[config.mk]
export PLATFORM = sky130hd
export DESIGN_NAME = biriscv_fetch_redirect_flat
export DESIGN_NICKNAME = d
export VERILOG_FILES = /design/src/rtl/biriscv_fetch_redirect_pkg.sv /design/src/rtl/biriscv_fetch_redirect_if.sv /design/src/rtl/biriscv_fetch_redirect_prio.sv /design/src/rtl/biriscv_fetch_redirect.sv /design/src/flat_wrapper.sv
export SDC_FILE = /design/constraint.sdc
export NUM_CORES = 1
export LEC_CHECK = 0
export BUFFER_PORTS_ARGS = -buffer_cell sky130_fd_sc_hd__buf_2
export CELL_PAD_IN_SITES_DETAIL_PLACEMENT = 1
export CELL_PAD_IN_SITES_GLOBAL_PLACEMENT = 1
export CORE_ASPECT_RATIO = 1.1
export CORE_MARGIN = 5
export CORE_UTILIZATION = 36
export DETAILED_ROUTE_END_ITERATION = 16
export PLACE_DENSITY = 0.95
export SLEW_MARGIN = 10
export SYNTH_ARGS = -nofsm -noshare
export SYNTH_HDL_FRONTEND = slang
export SYNTH_SLANG_ARGS = --single-unit
[constraint.sdc]
create_clock -name clk_i -period 6.34 [get_ports clk_i]
set_input_delay 0.951 -clock clk_i [delete_from_list [all_inputs] [get_ports clk_i]]
set_output_delay 0.951 -clock clk_i [all_outputs]
set_load 0.02 [all_outputs]
[src/rtl/biriscv_fetch_redirect_pkg.sv]
// Shared definitions for the fetch redirect controller: privilege levels,
// FSM state encodings and the redirect source enumeration.
package biriscv_fetch_redirect_pkg;

  typedef enum logic [1:0] {
    PRIV_USER    = 2'd0,
    PRIV_SUPER   = 2'd1,
    PRIV_MACHINE = 2'd3
  } priv_e;

  typedef enum logic [1:0] {
    REDIR_IDLE   = 2'd0,
    REDIR_FLUSH  = 2'd1,
    REDIR_WAIT   = 2'd2,
    REDIR_RESUME = 2'd3
  } redir_state_e;

  typedef enum logic [2:0] {
    SRC_NONE   = 3'd0,
    SRC_CSR    = 3'd1,
    SRC_EXEC0  = 3'd2,
    SRC_EXEC1  = 3'd3,
    SRC_FENCEI = 3'd4
  } redir_src_e;

  // CSR and execute redirects steer fetch directly; FENCE.I goes through the FSM.
  function automatic logic is_pipe_redirect(input redir_src_e src);
    return (src == SRC_CSR) || (src == SRC_EXEC0) || (src == SRC_EXEC1);
  endfunction

endpackage

[src/rtl/biriscv_fetch_redirect_if.sv]
// Bundle of redirect sources (CSR, execute, FENCE.I) and the fetch-side
// redirect/invalidate outputs of the fetch redirect controller.
interface biriscv_fetch_redirect_if;
  logic        csr_redirect_i;
  logic [31:0] csr_pc_i;
  logic [1:0]  csr_priv_i;
  logic        exec0_redirect_i;
  logic [31:0] exec0_pc_i;
  logic        exec1_redirect_i;
  logic [31:0] exec1_pc_i;
  logic        fencei_req_i;
  logic [31:0] fencei_pc_i;
  logic [1:0]  cur_priv_i;
  logic        branch_request_o;
  logic [31:0] branch_pc_o;
  logic [1:0]  branch_priv_o;
  logic        fetch_invalidate_o;
  logic        flush_pipe_o;
  logic        busy_o;
  logic [31:0] stat_redirect_o;
  logic [31:0] stat_fencei_o;

  modport master (
    output csr_redirect_i, csr_pc_i, csr_priv_i,
    output exec0_redirect_i, exec0_pc_i, exec1_redirect_i, exec1_pc_i,
    output fencei_req_i, fencei_pc_i, cur_priv_i,
    input  branch_request_o, branch_pc_o, branch_priv_o,
    input  fetch_invalidate_o, flush_pipe_o, busy_o,
    input  stat_redirect_o, stat_fencei_o
  );

  modport slave (
    input  csr_redirect_i, csr_pc_i, csr_priv_i,
    input  exec0_redirect_i, exec0_pc_i, exec1_redirect_i, exec1_pc_i,
    input  fencei_req_i, fencei_pc_i, cur_priv_i,
    output branch_request_o, branch_pc_o, branch_priv_o,
    output fetch_invalidate_o, flush_pipe_o, busy_o,
    output stat_redirect_o, stat_fencei_o
  );
endinterface

[src/rtl/biriscv_fetch_redirect_prio.sv]
// Program-order priority select among redirect sources:
// csr > exec0 (older) > exec1 (younger) > fencei.
module biriscv_redirect_prio
  import biriscv_fetch_redirect_pkg::*;
(
  input  logic        csr_redirect_i,
  input  logic [31:0] csr_pc_i,
  input  logic [1:0]  csr_priv_i,
  input  logic        exec0_redirect_i,
  input  logic [31:0] exec0_pc_i,
  input  logic        exec1_redirect_i,
  input  logic [31:0] exec1_pc_i,
  input  logic        fencei_req_i,
  input  logic [31:0] fencei_pc_i,
  input  logic [1:0]  cur_priv_i,
  output logic        sel_valid_o,
  output logic [31:0] sel_pc_o,
  output logic [1:0]  sel_priv_o,
  output redir_src_e  sel_src_o
);

  always_comb begin
    sel_valid_o = 1'b0;
    sel_pc_o    = 32'b0;
    sel_priv_o  = cur_priv_i;
    sel_src_o   = SRC_NONE;
    if (csr_redirect_i) begin
      sel_valid_o = 1'b1;
      sel_pc_o    = csr_pc_i;
      sel_priv_o  = csr_priv_i;
      sel_src_o   = SRC_CSR;
    end else if (exec0_redirect_i) begin
      sel_valid_o = 1'b1;
      sel_pc_o    = exec0_pc_i;
      sel_src_o   = SRC_EXEC0;
    end else if (exec1_redirect_i) begin
      sel_valid_o = 1'b1;
      sel_pc_o    = exec1_pc_i;
      sel_src_o   = SRC_EXEC1;
    end else if (fencei_req_i) begin
      sel_valid_o = 1'b1;
      sel_pc_o    = fencei_pc_i;
      sel_src_o   = SRC_FENCEI;
    end
  end

endmodule

[src/rtl/biriscv_fetch_redirect.sv]
// Front-end redirect controller: arbitrates PC redirects and sequences FENCE.I
// (flush, settle wait, resume). Redirect/FENCE.I counters built only with FETCH_REDIRECT_STATS_EN.
module biriscv_fetch_redirect
  import biriscv_fetch_redirect_pkg::*;
#(
  parameter int FLUSH_WAIT = 4
) (
  input  logic                     clk_i,
  input  logic                     rst_i,
  biriscv_fetch_redirect_if.slave  bus
);

  localparam int CNT_W = (FLUSH_WAIT > 0) ? $clog2(FLUSH_WAIT + 1) : 1;

  logic        sel_valid;
  logic [31:0] sel_pc;
  logic [1:0]  sel_priv;
  redir_src_e  sel_src;
  logic        pipe_hit;

  redir_state_e state_q, state_d;
  logic [CNT_W-1:0] cnt_q, cnt_d;
  logic [31:0] pend_pc_q, pend_pc_d;
  logic [1:0]  pend_priv_q, pend_priv_d;
  logic        br_req_q, br_req_d;
  logic [31:0] br_pc_q, br_pc_d;
  logic [1:0]  br_priv_q, br_priv_d;
  logic        inval_q, inval_d;

  biriscv_redirect_prio u_prio (
    .csr_redirect_i   (bus.csr_redirect_i),
    .csr_pc_i         (bus.csr_pc_i),
    .csr_priv_i       (bus.csr_priv_i),
    .exec0_redirect_i (bus.exec0_redirect_i),
    .exec0_pc_i       (bus.exec0_pc_i),
    .exec1_redirect_i (bus.exec1_redirect_i),
    .exec1_pc_i       (bus.exec1_pc_i),
    .fencei_req_i     (bus.fencei_req_i),
    .fencei_pc_i      (bus.fencei_pc_i),
    .cur_priv_i       (bus.cur_priv_i),
    .sel_valid_o      (sel_valid),
    .sel_pc_o         (sel_pc),
    .sel_priv_o       (sel_priv),
    .sel_src_o        (sel_src)
  );

  assign pipe_hit = sel_valid && is_pipe_redirect(sel_src);

  // While a FENCE.I is in flight, pipe redirects retarget the pending resume PC
  // instead of pulsing; the pending target is emitted on the edge into RESUME.
  always_comb begin
    state_d     = state_q;
    cnt_d       = cnt_q;
    pend_pc_d   = pend_pc_q;
    pend_priv_d = pend_priv_q;
    br_req_d    = 1'b0;
    br_pc_d     = br_pc_q;
    br_priv_d   = br_priv_q;
    inval_d     = 1'b0;

    if (state_q != REDIR_IDLE && state_q != REDIR_RESUME && pipe_hit) begin
      pend_pc_d   = sel_pc;
      pend_priv_d = sel_priv;
    end

    case (state_q)
      REDIR_IDLE: begin
        if (pipe_hit) begin
          br_req_d  = 1'b1;
          br_pc_d   = sel_pc;
          br_priv_d = sel_priv;
        end else if (sel_valid) begin
          pend_pc_d   = sel_pc;
          pend_priv_d = sel_priv;
          inval_d     = 1'b1;
          state_d     = REDIR_FLUSH;
        end
      end
      REDIR_FLUSH: begin
        cnt_d = CNT_W'(FLUSH_WAIT);
        if (FLUSH_WAIT == 0) begin
          state_d   = REDIR_RESUME;
          br_req_d  = 1'b1;
          br_pc_d   = pend_pc_d;
          br_priv_d = pend_priv_d;
        end else begin
          state_d = REDIR_WAIT;
        end
      end
      REDIR_WAIT: begin
        if (cnt_q == CNT_W'(1)) begin
          state_d   = REDIR_RESUME;
          br_req_d  = 1'b1;
          br_pc_d   = pend_pc_d;
          br_priv_d = pend_priv_d;
        end else begin
          cnt_d = cnt_q - CNT_W'(1);
        end
      end
      REDIR_RESUME: begin
        state_d = REDIR_IDLE;
        if (pipe_hit) begin
          br_req_d  = 1'b1;
          br_pc_d   = sel_pc;
          br_priv_d = sel_priv;
        end
      end
      default: state_d = REDIR_IDLE;
    endcase
  end

  always_ff @(posedge clk_i or posedge rst_i) begin
    if (rst_i) begin
      state_q     <= REDIR_IDLE;
      cnt_q       <= '0;
      pend_pc_q   <= 32'b0;
      pend_priv_q <= PRIV_MACHINE;
      br_req_q    <= 1'b0;
      br_pc_q     <= 32'b0;
      br_priv_q   <= PRIV_MACHINE;
      inval_q     <= 1'b0;
    end else begin
      state_q     <= state_d;
      cnt_q       <= cnt_d;
      pend_pc_q   <= pend_pc_d;
      pend_priv_q <= pend_priv_d;
      br_req_q    <= br_req_d;
      br_pc_q     <= br_pc_d;
      br_priv_q   <= br_priv_d;
      inval_q     <= inval_d;
    end
  end

  assign bus.branch_request_o   = br_req_q;
  assign bus.flush_pipe_o       = br_req_q;
  assign bus.branch_pc_o        = br_pc_q;
  assign bus.branch_priv_o      = br_priv_q;
  assign bus.fetch_invalidate_o = inval_q;
  assign bus.busy_o             = (state_q != REDIR_IDLE);

`ifdef FETCH_REDIRECT_STATS_EN
  logic [31:0] stat_redirect_q, stat_redirect_d;
  logic [31:0] stat_fencei_q, stat_fencei_d;

  always_comb begin
    stat_redirect_d = stat_redirect_q + {31'b0, br_req_d};
    stat_fencei_d   = stat_fencei_q + {31'b0, inval_d};
  end

  always_ff @(posedge clk_i or posedge rst_i) begin
    if (rst_i) begin
      stat_redirect_q <= 32'b0;
      stat_fencei_q   <= 32'b0;
    end else begin
      stat_redirect_q <= stat_redirect_d;
      stat_fencei_q   <= stat_fencei_d;
    end
  end

  assign bus.stat_redirect_o = stat_redirect_q;
  assign bus.stat_fencei_o   = stat_fencei_q;
`else
  assign bus.stat_redirect_o = 32'b0;
  assign bus.stat_fencei_o   = 32'b0;
`endif

endmodule

[src/flat_wrapper.sv]
// flat-port wrapper written by rule: the top's interface ports become plain ports
module biriscv_fetch_redirect_flat import biriscv_fetch_redirect_pkg::*;
#(
  parameter int FLUSH_WAIT = 4
)
  (clk_i, rst_i, bus_csr_redirect_i, bus_csr_pc_i, bus_csr_priv_i, bus_exec0_redirect_i, bus_exec0_pc_i, bus_exec1_redirect_i, bus_exec1_pc_i, bus_fencei_req_i, bus_fencei_pc_i, bus_cur_priv_i, bus_branch_request_o, bus_branch_pc_o, bus_branch_priv_o, bus_fetch_invalidate_o, bus_flush_pipe_o, bus_busy_o, bus_stat_redirect_o, bus_stat_fencei_o);
  biriscv_fetch_redirect_if bus_i ();
  input  logic clk_i;
  input  logic rst_i;
  input wire logic [$bits(bus_i.csr_redirect_i)-1:0] bus_csr_redirect_i;
  input wire logic [$bits(bus_i.csr_pc_i)-1:0] bus_csr_pc_i;
  input wire logic [$bits(bus_i.csr_priv_i)-1:0] bus_csr_priv_i;
  input wire logic [$bits(bus_i.exec0_redirect_i)-1:0] bus_exec0_redirect_i;
  input wire logic [$bits(bus_i.exec0_pc_i)-1:0] bus_exec0_pc_i;
  input wire logic [$bits(bus_i.exec1_redirect_i)-1:0] bus_exec1_redirect_i;
  input wire logic [$bits(bus_i.exec1_pc_i)-1:0] bus_exec1_pc_i;
  input wire logic [$bits(bus_i.fencei_req_i)-1:0] bus_fencei_req_i;
  input wire logic [$bits(bus_i.fencei_pc_i)-1:0] bus_fencei_pc_i;
  input wire logic [$bits(bus_i.cur_priv_i)-1:0] bus_cur_priv_i;
  output wire logic [$bits(bus_i.branch_request_o)-1:0] bus_branch_request_o;
  output wire logic [$bits(bus_i.branch_pc_o)-1:0] bus_branch_pc_o;
  output wire logic [$bits(bus_i.branch_priv_o)-1:0] bus_branch_priv_o;
  output wire logic [$bits(bus_i.fetch_invalidate_o)-1:0] bus_fetch_invalidate_o;
  output wire logic [$bits(bus_i.flush_pipe_o)-1:0] bus_flush_pipe_o;
  output wire logic [$bits(bus_i.busy_o)-1:0] bus_busy_o;
  output wire logic [$bits(bus_i.stat_redirect_o)-1:0] bus_stat_redirect_o;
  output wire logic [$bits(bus_i.stat_fencei_o)-1:0] bus_stat_fencei_o;
  assign bus_i.csr_redirect_i = bus_csr_redirect_i;
  assign bus_i.csr_pc_i = bus_csr_pc_i;
  assign bus_i.csr_priv_i = bus_csr_priv_i;
  assign bus_i.exec0_redirect_i = bus_exec0_redirect_i;
  assign bus_i.exec0_pc_i = bus_exec0_pc_i;
  assign bus_i.exec1_redirect_i = bus_exec1_redirect_i;
  assign bus_i.exec1_pc_i = bus_exec1_pc_i;
  assign bus_i.fencei_req_i = bus_fencei_req_i;
  assign bus_i.fencei_pc_i = bus_fencei_pc_i;
  assign bus_i.cur_priv_i = bus_cur_priv_i;
  assign bus_branch_request_o = bus_i.branch_request_o;
  assign bus_branch_pc_o = bus_i.branch_pc_o;
  assign bus_branch_priv_o = bus_i.branch_priv_o;
  assign bus_fetch_invalidate_o = bus_i.fetch_invalidate_o;
  assign bus_flush_pipe_o = bus_i.flush_pipe_o;
  assign bus_busy_o = bus_i.busy_o;
  assign bus_stat_redirect_o = bus_i.stat_redirect_o;
  assign bus_stat_fencei_o = bus_i.stat_fencei_o;
  biriscv_fetch_redirect #(.FLUSH_WAIT(FLUSH_WAIT)) u_core (.clk_i(clk_i), .rst_i(rst_i), .bus(bus_i));
endmodule
Yosys cells after proc, flatten, opt, wreduce, memory -nomap -nowiden
Cells that the tools add are included.
{"block": "word_totals", "regBits": 75}
{"block": "op_classes", "addsub": 1, "eq_ne": 13, "n_mux": 39, "n_reduce_logical": 13}
{"operator": "32-bit 2-to-1 mux", "count": 10}
{"operator": "32-bit case mux with 2 select lines", "count": 1}
{"operator": "2-bit 2-to-1 mux", "count": 10}
{"operator": "3-bit 2-to-1 mux", "count": 5}
{"operator": "1-bit 2-to-1 mux", "count": 9}
{"operator": "2-bit case mux with 4 select lines", "count": 1}
{"operator": "3-bit by 1-bit equality test with 1-bit output (second input constant)", "count": 2}
{"operator": "3-bit by 2-bit equality test with 1-bit output (second input constant)", "count": 2}
{"operator": "2-bit by 1-bit != test with 1-bit output (second input constant)", "count": 3}
{"operator": "2-bit != test (second input constant)", "count": 3}
{"operator": "3-bit case mux with 2 select lines", "count": 1}
{"operator": "3-bit AND reduction", "count": 2}
{"operator": "2-bit nonzero test", "count": 3}
{"operator": "2-bit equality test (second input constant)", "count": 2}
{"operator": "2-bit case mux with 2 select lines", "count": 1}
{"operator": "1-bit logical AND", "count": 3}
{"operator": "3-bit by 1-bit subtractor with 3-bit output (second input constant)", "count": 1}
{"operator": "2-bit by 1-bit equality test with 1-bit output (second input constant)", "count": 1}
{"operator": "2-bit zero test", "count": 1}
{"operator": "1-bit logical OR", "count": 2}
{"operator": "1-bit case mux with 2 select lines", "count": 1}
{"operator": "2-bit AND reduction", "count": 1}
{"operator": "2-bit OR reduction", "count": 1}

Depth between registers and ports, before layout
{"block": "logic_depth", "depth_word": 13, "mapped_depth": 8, "mapped_depth_nobuf": 6}

Cells and area by module
A second synthesis with hierarchy kept.
{"block": "hier_totals", "cells_unflattened": 456, "hier_area_um2": 4787.1}
{"mod": "biriscv_fetch_redirect", "instances": 1, "cells_per_inst": 300, "area_each_um2": 3829.9, "seq_area_each_um2": 1881.8}
{"mod": "biriscv_redirect_prio", "instances": 1, "cells_per_inst": 156, "area_each_um2": 957.2, "seq_area_each_um2": 0.0}

Least setup slack after synthesis
OpenSTA, ideal clock, no wires.
{"block": "synth_path", "path_type": "input -> register", "start": "in bus_csr_redirect_i", "end": "reg u_core.br_pc_q[31] (netlist: u_core.bus.branch_pc_o[31])", "setup_time_ps": 138, "t_arrival_ps": 2046, "t_required_ps": 6202, "path_slack_ps": 4156, "stages": 7, "cell_sequence": "buf_4 -> or2_1 -> buf_4 -> buf_6 -> a221oi_1 -> or3_1 -> a31oi_1"}
{"block": "synth_between", "elab_chain_len": 9, "word_cells_on_any_way": 16, "cone_classes": "eq/ne (4); mux (7); reduce/logical (5)"}
{"item": "start: declaration", "line_no": "flat_wrapper.sv:10", "rtl": "input wire logic [$bits(bus_i.csr_redirect_i)-1:0] bus_csr_redirect_i;"}
{"item": "3-bit 2-to-1 mux", "line_no": "biriscv_fetch_redirect_prio.sv:27", "rtl": "if (csr_redirect_i) begin"}
{"item": "3-bit by 1-bit equality test with 1-bit output or 3-bit by 2-bit equality test with 1-bit output (tied branches)", "line_no": "biriscv_fetch_redirect_pkg.sv:28", "rtl": "return (src == SRC_CSR) || (src == SRC_EXEC0) || (src == SRC_EXEC1);"}
{"item": "1-bit logical OR (2 in series)", "line_no": "biriscv_fetch_redirect_pkg.sv:28"}
{"item": "1-bit logical AND", "line_no": "biriscv_fetch_redirect.sv:47", "rtl": "assign pipe_hit = sel_valid && is_pipe_redirect(sel_src);"}
{"item": "1-bit logical AND", "line_no": "biriscv_fetch_redirect.sv:61", "rtl": "if (state_q != REDIR_IDLE && state_q != REDIR_RESUME && pipe_hit) begin"}
{"item": "32-bit 2-to-1 mux", "line_no": "biriscv_fetch_redirect.sv:61"}
{"item": "32-bit 2-to-1 mux", "line_no": "biriscv_fetch_redirect.sv:91", "rtl": "if (cnt_q == CNT_W'(1)) begin"}
{"item": "32-bit case mux with 2 select lines", "line_no": "biriscv_fetch_redirect.sv:66", "rtl": "case (state_q)"}
{"item": "end signal: assignment", "line_no": "biriscv_fetch_redirect.sv:128", "rtl": "br_pc_q <= br_pc_d;"}
{"item": "end: declaration", "line_no": "biriscv_fetch_redirect.sv:26", "rtl": "logic [31:0] br_pc_q, br_pc_d;"}
Several ways; a longest one is shown, not always the timed one. The select of a mux whose other input is x is not followed.
A chain may end at the register's enable or synchronous reset.

Worst setup path after layout
{"block": "layout_path", "start": "in bus_exec1_redirect_i", "end": "reg u_core.br_priv_q[0] (netlist: u_core.bus.branch_priv_o[0])"}
{"block": "layout_between", "elab_chain_len": 11, "word_cells_on_any_way": 18, "cone_classes": "eq/ne (4); mux (9); reduce/logical (5)"}
{"item": "start: declaration", "line_no": "flat_wrapper.sv:15", "rtl": "input wire logic [$bits(bus_i.exec1_redirect_i)-1:0] bus_exec1_redirect_i;"}
{"item": "3-bit 2-to-1 mux", "line_no": "biriscv_fetch_redirect_prio.sv:36", "rtl": "end else if (exec1_redirect_i) begin"}
{"item": "3-bit 2-to-1 mux", "line_no": "biriscv_fetch_redirect_prio.sv:32", "rtl": "end else if (exec0_redirect_i) begin"}
{"item": "3-bit 2-to-1 mux", "line_no": "biriscv_fetch_redirect_prio.sv:27"}
{"item": "3-bit by 1-bit equality test with 1-bit output or 3-bit by 2-bit equality test with 1-bit output (tied branches)", "line_no": "biriscv_fetch_redirect_pkg.sv:28"}
{"item": "1-bit logical OR (2 in series)", "line_no": "biriscv_fetch_redirect_pkg.sv:28"}
{"item": "1-bit logical AND *", "line_no": "biriscv_fetch_redirect.sv:47"}
{"item": "1-bit logical AND", "line_no": "biriscv_fetch_redirect.sv:61"}
{"item": "2-bit 2-to-1 mux", "line_no": "biriscv_fetch_redirect.sv:61"}
{"item": "2-bit 2-to-1 mux", "line_no": "biriscv_fetch_redirect.sv:91"}
{"item": "2-bit case mux with 2 select lines", "line_no": "biriscv_fetch_redirect.sv:66"}
{"item": "end signal: assignment", "line_no": "biriscv_fetch_redirect.sv:129", "rtl": "br_priv_q <= br_priv_d;"}
{"item": "end: declaration", "line_no": "biriscv_fetch_redirect.sv:27", "rtl": "logic [1:0] br_priv_q, br_priv_d;"}
Every way passes the cells marked *; elsewhere a longest branch is shown, timed or not. The select of a mux whose other input is x is not followed.

==> results.md <==
- Power share of the clock group: 19.1%
- Sw Pwr: 1.18 mW
- Worst slew margin relative to its limit: 20.8%
- Fin crit period: 2.96 ns
- Placed cell count: 788
- Met1 wire length: 5.84 mm
- Post-CTS Hold Buffers: 0
- Postcts setup bufs: 0
- Routability cong.: 0.775
- Synth top cells by count: buf_4 (73), dfrtp_1 (71), nand2_1 (68), nor2_1 (36), a31oi_1 (33)
- Final Non-Filler Cells: 804
- CTS tree: built
- Worst setup path class: in2reg
- Top-area cell type share of the netlist area: 38.2%
- Initial antenna violation count: 0
- Via count: 4203
- Die Area: 15300 µm²
- Status: completed
- Setup Skew: 0.00679 ns
- RSZ-0062 raised after global routing: false
- Worst slew pin tran: 1.19 ns
- Synth Instances: 491
- WP data required: 6.60 ns
- Placed Area: 5320 µm²
- Vias in the first global route: 4613
- Most frequent cell after synthesis: buf_4
- Grt ovf: 0
- CTS H-tree lvls: 3
- Fraction of layout cells with a size suffix above 1: 37.1%
- Mapped Area: 4650 µm²
- Core ar.: 12600 µm²
- Syn. warnings: 0
- Drt wl/cell: 18.2 µm
- Post-synthesis sequential area ratio: 40.5%
- VDD IR max: 0.374 mV
- Switching fraction of total power: 43.6%
- First drt pass iteration count: 4
- Clock sink count: 75
- CTS max path bufs: 2
- Clock latency on the worst-skew pair: 0.33 ns
- Post-synth EDFFs: 0
- Uppermost layer routed: met4
- Setup crit start kind: primary input
- Count of final hold-check violations: 0
- Post-synth cell types: 34
- Nets@finish: 785
- Sequential power share: 32.2%
- Post-CTS resize count: 0
- Synth async-reset ratio: 100%
- Vias per cell: 5.23
- CP Max Fanout: 66
- Crit end category: flip-flop
- Comb pwr share: 48.7%
- Largest net degree at the start of global routing: 76
- Reg clk slew, reported paths: 0.06 ns
- Post-synth top area cell: dfrtp_1
- PD cells: 480 nW/µm²
- Ys flop type: dfrtp_1
- Die span in x: 118 µm
- Final ANT Viol Nets: 0
- Final period util: 46.7%
- Root Buffer: clkbuf_16
- Max-Cap Viols: 0
- Port Buffers: 175
- Total GRT Usage: 18.4%
- Max Clock Freq: 337 MHz
- Met3 wire length: 870 µm
- ANT cells: 0
- Tightest Hold Check Type: reg2reg
- Max Slew Vio Count: 0
- Int Power: 1.52 mW
- Leakage: 2.67 nW
- DP HPWL: 10.8 mm
- Syn_area_per_cell: 9.47 µm²
- Core Rows: 43
- Final Cell Area: 5620 µm²
- Fill cell count: 1563
- Synth top area cells: dfrtp_1 (38%), buf_4 (12%), a221oi_2 (9.4%)
- Area growth syn-to-layout: 20.8%
- Die height: 129 µm
- Global-route wire length before repair: 22.9 mm
- Final Setup Violations: 0
- 1st-iter DRT viols: 199
- Setup TNS: 0 ns
- WP data arrival: 3.22 ns
- Initial core utilization: 36.8%
- Met2 WL: 7.43 mm
- Residual DRC: 0
- CTS Buf Count: 9
- #FFs+latches synth: 75
- Final wirelength: 14.6 mm
- Io pins: 240
## critical path, cell delays in order
cell and delay (ns):
buf_2 0.85, nor4_1 0.20, a211oi_4 0.21, buf_4 0.58
mux2_2 0.42
## worst paths after layout
kind	start	endpoint	slack, ns	cells past startpoint
max in group asynchronous	rst_i	u_core.pend_pc_q[31]$_DFF_PP0_	4.80	3
max reg2reg	u_core.state_q[0]$_DFFE_PP0P_	u_core.bus.branch_priv_o[0]$_DFFE_PP1P_	4.06	6
min reg2reg	u_core.pend_priv_q[0]$_DFF_PP1_	u_core.pend_priv_q[0]$_DFF_PP1_	0.47	2
max	bus_exec1_redirect_i	u_core.bus.branch_priv_o[0]$_DFFE_PP1P_	3.38	5
min in group asynchronous	rst_i	u_core.bus.branch_pc_o[20]$_DFFE_PP0P_	0.91	3
min	u_core.pend_priv_q[0]$_DFF_PP1_	u_core.pend_priv_q[0]$_DFF_PP1_	0.47	2
## cells by family (layout without fill, tap and decap cells)
| logic type | Yosys count | in the layout | synth area share, % |
|---|---|---|---|
| AOI/OAI and AO/OA | 139 | 139 | 25.3 |
| adders and majority gates | 5 | 5 | 1.35 |
| buffers and inverters | 115 | 208 | 16.4 |
| DFF | 75 | 75 | 40.5 |
| muxes | 7 | 7 | 1.59 |
| other | 1 | 64 | 0.0806 |
| and+or+nand+nor | 149 | 149 | 14.9 |
## layer usage
| layer | GRT usage [%] | vias to the layer above |
|---|---|---|
| li1 | - | 1970 |
| met3 | 4.41 | 37 |
| met4 | 7.67 | 0 |
| met2 | 33.1 | 178 |
| met1 | 21.1 | 2018 |
| met5 | 0 | - |
## power groups by stage
stage | clock network [mW] | logic (mW) | registers (mW)
final | 0.514 | 1.31 | 0.870
after detailed placement | 0 | 1.32 | 0.881
after global placement | 0 | 1.28 | 0.861
after CTS | 0.527 | 1.33 | 0.873
after floorplan | 0 | 0.860 | 0.993
after global routing | 0.545 | 1.46 | 0.897
## through the flow
| step | power [mW] | util, % | setup WS (ns) | hold slack, ns |
|---|---|---|---|---|
| after CTS | 2.73 | 44.4 | 3.39 | 0.475 |
| after floorplan | 1.85 | - | 3.49 | 0.448 |
| final | 2.70 | 44.4 | 3.38 | 0.472 |
| after detailed placement | 2.20 | 42.1 | 3.04 | 0.465 |
| after global routing | 2.90 | 44.4 | 3.28 | 0.499 |
| after global placement | 2.14 | 42.1 | 3.13 | 0.455 |
## layout make-up
type                    instances  area, µm²  area share (%)
clock inverters                 5       52.6           0.935
repair buffers                182        928            16.5
clock buffers                  11        243            4.32
flip-flops and latches         75       1880            33.5
multi-input cells             364       2280            40.5
inverters                      10       38.8           0.690
well taps                     157        196            3.50
## state kept, by name, summed over array words and instances, names as in the netlist
signal / count
u_core.bus.branch_pc_o: 32
u_core.pend_pc_q: 32
u_core.cnt_q: 3
u_core.bus.branch_priv_o: 2
u_core.pend_priv_q: 2
u_core.state_q: 2
u_core.bus.branch_request_o: 1
u_core.bus.fetch_invalidate_o: 1
## cells in the final DEF, fill, tap and decap left out, types with 2 or more instances in the layout
cell / instances
dfstp_2: 4
inv_1: 9
dfrtp_1: 71
nand2_1: 68
nor2b_1: 2
o22ai_1: 32
or3_1: 32
clkinv_2: 4
nand3_1: 2
o31ai_1: 32
a221oi_1: 3
nand2b_1: 3
a221oi_2: 29
a31oi_1: 32
conb_1: 64
buf_2: 175
mux2i_1: 4
buf_4: 7
mux2_2: 3
o21ai_0: 4
clkbuf_16: 9
ha_1: 5
nor2_1: 36
Note: power is estimated with default switching activity, not from simulation.
